==> config.mk <==
export PLATFORM = sky130hd
export DESIGN_NAME = out_serdes
export DESIGN_NICKNAME = d
export VERILOG_FILES = /design/src/rtl/out_serdes.sv
export SDC_FILE = /design/constraint.sdc
export NUM_CORES = 1
export LEC_CHECK = 0
export CORE_ASPECT_RATIO = 1.25
export CORE_MARGIN = 2
export CORE_UTILIZATION = 25
export CTS_CLUSTER_SIZE = 16
export DETAILED_ROUTE_END_ITERATION = 12
export GPL_TIMING_DRIVEN = 0
export REMOVE_ABC_BUFFERS = 1
export SYNTH_ARGS = -nofsm -noshare
export SYNTH_HDL_FRONTEND = slang
export SYNTH_SLANG_ARGS = --single-unit
==> constraint.sdc <==
create_clock -name clk -period 2.9 [get_ports clk]
set_clock_uncertainty 0.05 [all_clocks]
set_input_delay 0.435 -clock clk [delete_from_list [all_inputs] [get_ports clk]]
set_output_delay 0.435 -clock clk [all_outputs]
set_load 0.05 [all_outputs]
==> src/rtl/out_serdes.sv <==
// out_serdes: output-direction IO serializer sitting between fabric routing
// and the VPR output pad.
//
// A parallel word is accepted from fabric through a load/ready handshake.
// It is shifted out LSB-first, one bit per clk, and an output enable travels
// with each word. When sel=1 a combinational bypass drives the pad directly
// from fabric. The sequencer keeps running underneath the bypass, so a word
// in flight is not disturbed.
//
// State table:
//   state | meaning
//   ------+-------------------------------------------------------------
//   IDLE  | no word in flight; pad gets IDLE_VAL with oe=0; ready=1
//   SHIFT | driving sr_q[0]; cnt_q is the index of the bit on the pad
//
// Parameters:
//   WIDTH     serialization factor (2..8)
//   IDLE_VAL  dataOut level on the serial path when no word is in flight
//
// Ports:
//   clk        shift clock, posedge
//   rst        asynchronous, active-high reset
//   dataIn     parallel word; dataIn[0] is sent first
//   load       word valid; accepted on a posedge where load && ready
//   oe_in      output enable for the loaded word; also the bypass OE
//   sel        1 = bypass (dataOut=dataIn[0], oe_out=oe_in), 0 = serial
//   ready      a word can be accepted on the coming edge
//   busy       a word is in flight (SHIFT)
//   word_done  the last bit of a word is on the pad this cycle
//   dataOut    pad data
//   oe_out     pad output enable, 0 = tristate

module out_serdes #(
  parameter int   WIDTH    = 4,
  parameter logic IDLE_VAL = 1'b0
) (
  input  logic             clk,
  input  logic             rst,
  input  logic [WIDTH-1:0] dataIn,
  input  logic             load,
  input  logic             oe_in,
  input  logic             sel,
  output logic             ready,
  output logic             busy,
  output logic             word_done,
  output logic             dataOut,
  output logic             oe_out
);

  localparam int CW = $clog2(WIDTH);
  localparam logic [CW-1:0] CNT_LAST = CW'(WIDTH - 1);

  typedef enum logic {
    IDLE  = 1'b0,
    SHIFT = 1'b1
  } state_t;

  state_t           state_q, state_d;
  logic [WIDTH-1:0] sr_q, sr_d;
  logic [CW-1:0]    cnt_q, cnt_d;
  logic             oe_q, oe_d;

  logic last_bit;
  logic ser_data;
  logic ser_oe;

  // ready/word_done depend only on registered state, never on load, so the
  // fabric can see ready before deciding to assert load.
  assign last_bit  = (state_q == SHIFT) && (cnt_q == CNT_LAST);
  assign ready     = (state_q == IDLE) || last_bit;
  assign busy      = (state_q == SHIFT);
  assign word_done = last_bit;

  always_comb begin
    state_d = state_q;
    sr_d    = sr_q;
    cnt_d   = cnt_q;
    oe_d    = oe_q;
    case (state_q)
      IDLE: begin
        if (load) begin
          sr_d    = dataIn;
          oe_d    = oe_in;
          cnt_d   = '0;
          state_d = SHIFT;
        end
      end
      SHIFT: begin
        if (last_bit) begin
          if (load) begin
            // Reload on the last-bit edge gives gapless back-to-back words.
            sr_d  = dataIn;
            oe_d  = oe_in;
            cnt_d = '0;
          end else begin
            sr_d    = '0;
            oe_d    = 1'b0;
            cnt_d   = '0;
            state_d = IDLE;
          end
        end else begin
          // A load arriving mid-word is ignored and not queued.
          sr_d  = sr_q >> 1;
          cnt_d = cnt_q + CW'(1);
        end
      end
      default: begin
        state_d = IDLE;
        sr_d    = '0;
        cnt_d   = '0;
        oe_d    = 1'b0;
      end
    endcase
  end

  always_ff @(posedge clk or posedge rst) begin
    if (rst) begin
      state_q <= IDLE;
      sr_q    <= '0;
      cnt_q   <= '0;
      oe_q    <= 1'b0;
    end else begin
      state_q <= state_d;
      sr_q    <= sr_d;
      cnt_q   <= cnt_d;
      oe_q    <= oe_d;
    end
  end

  // The serial path is a pure function of registers; only the bypass leg
  // is combinational from fabric.
  assign ser_data = (state_q == SHIFT) ? sr_q[0] : IDLE_VAL;
  assign ser_oe   = (state_q == SHIFT) && oe_q;

  assign dataOut = sel ? dataIn[0] : ser_data;
  assign oe_out  = sel ? oe_in     : ser_oe;

endmodule

---- Word level (Yosys, flattened, before mapping) ----
Cells that the tools add are included.
word-level totals
  input port bits ......................... 9
  bits in read-only memories .............. 0
  memory bits (writable) .................. 0
  memories ................................ 0
  bits in latches ......................... 0
  bits in registers ....................... 8
  word-level logic and storage cells ...... 30
cells by class
  magnitude comparators ................... 0
  reduce and logical (&&, ||, !) cells .... 4
  multipliers ............................. 0
  div/mod/pow operators ................... 0
  shifts and indexed selects .............. 0
  bitwise gates (word level) .............. 1
  equality and inequality tests ........... 3
  multiplexer cells ....................... 17
  add/sub/neg operators ................... 1
operators by type and width
  cell                                                              number
  4-bit 2-to-1 mux                                                  3
  1-bit 2-to-1 mux                                                  8
  4-bit case mux with 2 select lines                                1
  2-bit 2-to-1 mux                                                  2
  1-bit case mux with 2 select lines                                2
  2-bit case mux with 2 select lines                                1
  2-bit by 1-bit adder with 2-bit output (second input constant)    1
  2-bit == test (second input constant)                             1
  1-bit logical AND                                                 2
  2-bit by 1-bit != test with 1-bit output (second input constant)  1
  2-bit != test (second input constant)                             1
  2-bit AND reduction                                               1
  1-bit logical OR                                                  1
  1-bit NOT                                                         1

---- Depth between registers and ports, before layout ----
Gate-level depths: netlist of run 1.
  depth in word-level cells ............... 4
  mapped depth ............................ 3
  depth with buffers taken out ............ 3

---- Worst setup path after synthesis of run 1 ----
OpenSTA, ideal clock, no wires.
  path type ............................... register to output
  from .................................... register state_q, in the netlist busy
  to ...................................... output port oe_out
  data required time ...................... 2.415 ns
  slack ................................... 0.359 ns
  stages on the path, launching flop included .. 4
  arrival time ............................ 2.056 ns
  path buffers ............................ 1
  path through ............................ dfrtp_1 > buf_6 > nand2_1 > o21ai_0
on the way
  longest elaborated chain between the ends .. 2
RTL lines
  item                      RTL line  RTL
  start: declaration        58        state_t state_q, state_d;
  start signal: assignment  123       state_q <= state_d;
  1-bit logical AND         133       assign ser_oe = (state_q == SHIFT) && oe_q;
  1-bit 2-to-1 mux          136       assign oe_out = sel ? oe_in : ser_oe;
  end: declaration          47        output logic oe_out
No other way between the ends.

---- Worst setup path in the final report of run 1 ----
  from .................................... register cnt_q[0]
  to ...................................... output port ready
on the way
  longest elaborated chain between the ends .. 3
RTL lines
  item                      RTL line  RTL
  start: declaration        60        logic [CW-1:0] cnt_q, cnt_d;
  start signal: assignment  125       cnt_q <= cnt_d;
  2-bit == test             69        assign last_bit = (state_q == SHIFT) && (cnt_q == CNT_LAST);
  1-bit logical AND         69
  1-bit logical OR          70        assign ready = (state_q == IDLE) || last_bit;
  end: declaration          43        output logic ready,
No other way between the ends.

==> results of run 1 <==
-- worst paths after layout --
check / start / to / slack [ns] / cells after the start
min in group clk: oe_q / oe_q / 0.45 / 1
max in group asynchronous: rst / oe_q / 2.21 / 2
setup reg to reg: cnt_q[0] / oe_q / 1.55 / 3
hold reg to reg: oe_q / oe_q / 0.45 / 1
setup / recovery: cnt_q[0] / ready / 0.42 / 3
hold / removal: rst / sr_q[3] / 0.37 / 2
-- registers in the layout, indices dropped and copies added, names as in the netlist --
signal and flops:
sr_q 4, cnt_q 2, busy 1, oe_q 1
-- power by group --
part	switching, W	leakage, nW	internal, W
logic	0.000171	0.152	0.000124
clock network	0.0000369	0.0138	0.0000473
registers	0.0000410	0.0997	0.000156
-- cells in the final DEF, fill, tap and decap left out --
cell type	count
clkdlybuf4s50_1	13
dfrtp_1	8
mux2i_1	5
nand2_1	5
nand3_1	4
inv_1	4
o21ai_0	3
o221ai_1	3
clkbuf_4	3
nand2b_1	2
nor2_1	2
nand2b_4	1
a32o_1	1
o21ai_1	1
and2_1	1
a22o_1	1
ha_1	1
-- metrics by stage --
stage | power [W] | utilization (%) | std cells | worst slack, ns
global placement | 0.000495 | 33.4 | 74 | 0.529
CTS | 0.000586 | 34.7 | 77 | 0.404
global route | 0.000621 | 34.7 | 77 | 0.283
floorplan | 0.000405 | - | 42 | 0.381
detailed placement | 0.000498 | 33.4 | 74 | 0.524
finish | 0.000577 | 34.7 | 77 | 0.417
-- layer usage --
| layer | share of wire [%] | vias up |
|---|---|---|
| li1 | - | 184 |
| met1 | 49 | 158 |
| met4 | 0 | 0 |
| met5 | 0 | - |
| met2 | 45 | 12 |
| met3 | 6.2 | 0 |
-- cells by family after synthesis --
kind of cell / Yosys count
and+or+nand+nor: 15
AOI/OAI and AO/OA: 9
buffers and inverters: 6
DFF: 8
muxes: 5
adders and majority gates: 1
-- layout make-up --
cell class / instances / area share, %
multi-input combinational: 30 / 34.5
sequential: 8 / 33.5
timing repair buffer: 13 / 21.8
tap: 19 / 3.97
clock buffer: 3 / 3.77
inverter: 4 / 2.51
==> impl_metrics.toml, run 1 <==
[run_status]
status = "complete, no violations"

[sta]
finalMaxSlewViolations = 0
period_share_pct = 85.6
fmax_ghz = 0.403
period_minus_slack_ns = 2.48
rsz0062_at_grt = "no"
setup_violations = 0
finalHoldViolCount = 0
slew_headroom_pct = 66.3
holdWs_ns = 0.369
fin_setup_tns_ns = 0
worst_pin_slew_ns = 0.504

[global_route]
grtUsageTotal_pct = 9.15
grt_pass1_vias = 332
antenna_found_initial = 0
grt_pass1_wl_um = 1430
grt.overflow.total = 0
use_met3_pct = 2.83
gr-usage-met2_pct = 12.8
grt_max_degree = 15
top_usage_layer = "met2"
grtUsageMet1_pct = 11.2

[logic_synthesis]
synth_seq_area_share_pct = 45.1
synthXorXnorAreaFrac_pct = 0
synth_seq_cells = 8
synth_mux_area_share_pct = 11.3
yosysUniqueCellTypes = 16
synth_edf_count = 0
synth_common_cells = "dfrtp_1 (8), mux2i_1 (5), nand2_1 (5)"
synthFlopType = "dfrtp_1"
synth_area_um2 = 444
yosys.area_share.adder_pct = 2.82
synth_compound_area_share_pct = 14.6
synth_top_family_by_area = "simple AND/OR/NAND/NOR gates"
synthCells = 44
syn_avg_cell_area_um2 = 10.1
yosys.area.top_type = "dfrtp_1"
synth_area_leaders = "dfrtp_1 (45%), mux2i_1 (11%), o221ai_1 (5.9%)"
synth_most_common_cell = "dfrtp_1"
ys_warn_count = 0
synthArstFlopShare_pct = 100
yosys.area.top_type_share_pct = 45.1
synth_simple_gate_area_share_pct = 17.7

[worst_setup_path]
slowest_stage = "clkdlybuf4s50_1"
crit_arrival_ns = 2.00
cp.required_ns = 2.41
critPathCaptureType = "primary output"
crit_fanout = 8
worst-path-buf-inv = 1
crit_path_cell_trace = "ha_1, nand2b_4, clkdlybuf4s50_1"
cp_slowest_stage_delay_ns = 0.81
start_kind = "flop"
critPathTopFamily = "buffers and inverters"
criticalPathCategory = "flop to primary output"

[cells_and_area]
multi_input_area_um2 = 206
seqCellArea_um2 = 200
fillers = 173
syn_to_final_growth_pct = 34.6
fin_nets = 70
antenna_cells = 0
drive_above_1_share_pct = 6.90
fin_area_um2 = 598

[clocking]
cts_made_buffers = 3
postCtsHoldBufs = 0
clockRootBuffer = "clkbuf_4"
postCtsSetupBuffers = 0
clk_latency_ns = 0.25
cts_buffer_depth = 2
cts_num_sinks = 8
htreeDepth = 1
cts_tree = "built"
post_cts_resized = 0
clk_pin_slew_ns = 0.05

[placed_design]
placed_area_um2 = 576
globalplace.congestion = 0.685
port_buffers = 13
dp_hpwl_um = 598

[route]
viasPerCell = 4.60
first_pass_iters = 3
wirelength_um = 841
drc = 0
vias = 354
wl_per_cell_um = 10.9
antenna_left = 0
drt_first_iter_violations = 5

[die]
start_util_pct = 25.8
core_region_area_um2 = 1720
die_area_um2 = 2130
num_io_pins = 14
die_x_um = 41.7
rows = 17
fp.dieH_um = 51.1

[worst_hold_path]
hp-class = "input port to asynchronous set/reset pin"

[power_and_ir_drop]
power_density_nw_per_um2 = 964
leakagePower_nw = 0.265
irDropWorstVdd_uv = 398

[run]
drv_cap = 0
No activity file was read; power rests on OpenSTA's default activity.
==> inputs of run 2 (changes only) <==
Settings changed: CORE_MARGIN 2 to 4, CTS_BUF_LIST from default to sky130_fd_sc_hd__clkbuf_2.
==> run 2 against run 1 <==
Sequential power about the same; register-to-register slack about the same; clock power decreased by 21%; count of clock-buffer cells in the layout unchanged; first-iteration DRC count decreased by 80%; critical path depth unchanged; die area increased by 18%; critical endpoint unchanged.
==> impl_metrics.toml, run 2 (synthesized netlist as in run 1, its figures left out) <==
[run_status]
status = "complete, no violations"

[clocking]
cts_buffer_depth = 2
cts_made_buffers = 3
cts_tree = "built"
postCtsSetupBuffers = 0
htreeDepth = 1
clk_latency_ns = 0.24
post_cts_resized = 0
clockRootBuffer = "clkbuf_2"
cts_num_sinks = 8
postCtsHoldBufs = 0
clk_pin_slew_ns = 0.08

[run]
drv_cap = 0

[cells_and_area]
largest_reg_flops = 4
fillers = 169
fin_area_um2 = 589
fin_nets = 70
antenna_cells = 0
layout.cells.most_common = "clkdlybuf4s50_1"
regMostFlops = "sr_q"
syn_to_final_growth_pct = 32.7
multi_input_area_um2 = 206
drive_above_1_share_pct = 6.90
seqCellArea_um2 = 200
largestRegisters = "sr_q (4), cnt_q (2)"
final_cell_mix = "clkdlybuf4s50_1 (13), dfrtp_1 (8), mux2i_1 (5), nand2_1 (5)"

[global_route]
grtUsageTotal_pct = 8.88
grt_pass1_vias = 371
antenna_found_initial = 0
grt_max_degree = 15
grt.overflow.total = 0
grt_pass1_wl_um = 1560

[die]
die_area_um2 = 2520
core_region_area_um2 = 1620
fp.dieH_um = 55.1
start_util_pct = 27.4
num_io_pins = 14
die_x_um = 45.7
rows = 16

[power_and_ir_drop]
power_density_nw_per_um2 = 950
irDropWorstVdd_uv = 251
leakagePower_nw = 0.264

[route]
viasPerCell = 4.86
antenna_left = 0
drc = 0
met3_length_um = 87
dr_wl_met2_um = 356
first_pass_iters = 2
route.top_layer_used = "met4"
vias = 369
wl_per_cell_um = 12.0
drt_first_iter_violations = 1
wirelength_um = 912
wl_met1_um = 443

[worst_setup_path]
start_kind = "flop"
critPathCaptureType = "primary output"
crit_fanout = 8
cp.required_ns = 2.41
crit_arrival_ns = 1.98
criticalPathCategory = "flop to primary output"

[sta]
slew_headroom_pct = 63.9
setup_violations = 0
fin_setup_tns_ns = 0
finalMaxSlewViolations = 0
finalHoldViolCount = 0
rsz0062_at_grt = "no"
fmax_ghz = 0.406
worst_pin_slew_ns = 0.540
period_share_pct = 84.9
period_minus_slack_ns = 2.46

[worst_hold_path]
hp-class = "input port to asynchronous set/reset pin"

[placed_design]
port_buffers = 13
globalplace.congestion = 0.660
dp_hpwl_um = 654
placed_area_um2 = 574
==> run 2: worst max-delay path: stages, from the launching register on <==
cell             delay (ns)
dfrtp_1                0.38
ha_1                   0.32
nand2b_4               0.22
clkdlybuf4s50_1        0.81
==> run 2: power breakdown <==
group | total [W] | switching [W] | leakage, nW | internal (W)
clock | 0.0000662 | 0.0000380 | 0.0125 | 0.0000282
sequential | 0.000197 | 0.0000414 | 0.0997 | 0.000156
combinational | 0.000296 | 0.000172 | 0.152 | 0.000124
total | 0.000560 | 0.000251 | 0.264 | 0.000308
==> run 2: through the flow <==
stage	cells	hold WS (ns)	total power, W	utilization (%)	setup WS (ns)
6_report	76	0.382	0.000560	36.3	0.437
5_1_grt	76	0.410	0.000604	36.3	0.330
4_1_cts	76	0.394	0.000565	36.3	0.412
3_5_place_dp	73	0.445	0.000499	35.4	0.506
3_3_place_gp	73	0.428	0.000493	35.4	0.519
2_1_floorplan	42	0.201	0.000405	-	0.381
==> run 2: final timing paths <==
path	depth (start not counted)	endpoint	slack, ns	startpoint
max in group asynchronous	2	sr_q[0]	2.18	rst
min reg2reg	1	oe_q	0.46	oe_q
max	3	ready	0.44	cnt_q[0]
min	2	sr_q[3]	0.38	rst
max reg2reg	3	oe_q	1.55	cnt_q[0]
min in group clk	1	oe_q	0.46	oe_q
==> run 2: layer usage <==
metal | GRT usage [%] | vias up
met1 | 10.7 | 165
li1 | - | 184
met5 | 0 | -
met4 | 7.11 | 0
met2 | 13.3 | 17
met3 | 2.27 | 3
==> run 2: cell type report <==
class | instances | share of cell area, %
multi-input combinational | 30 | 35.0
sequential | 8 | 34.0
timing repair buffer | 13 | 22.1
tap | 18 | 3.82
clock buffer | 3 | 2.55
inverter | 4 | 2.55
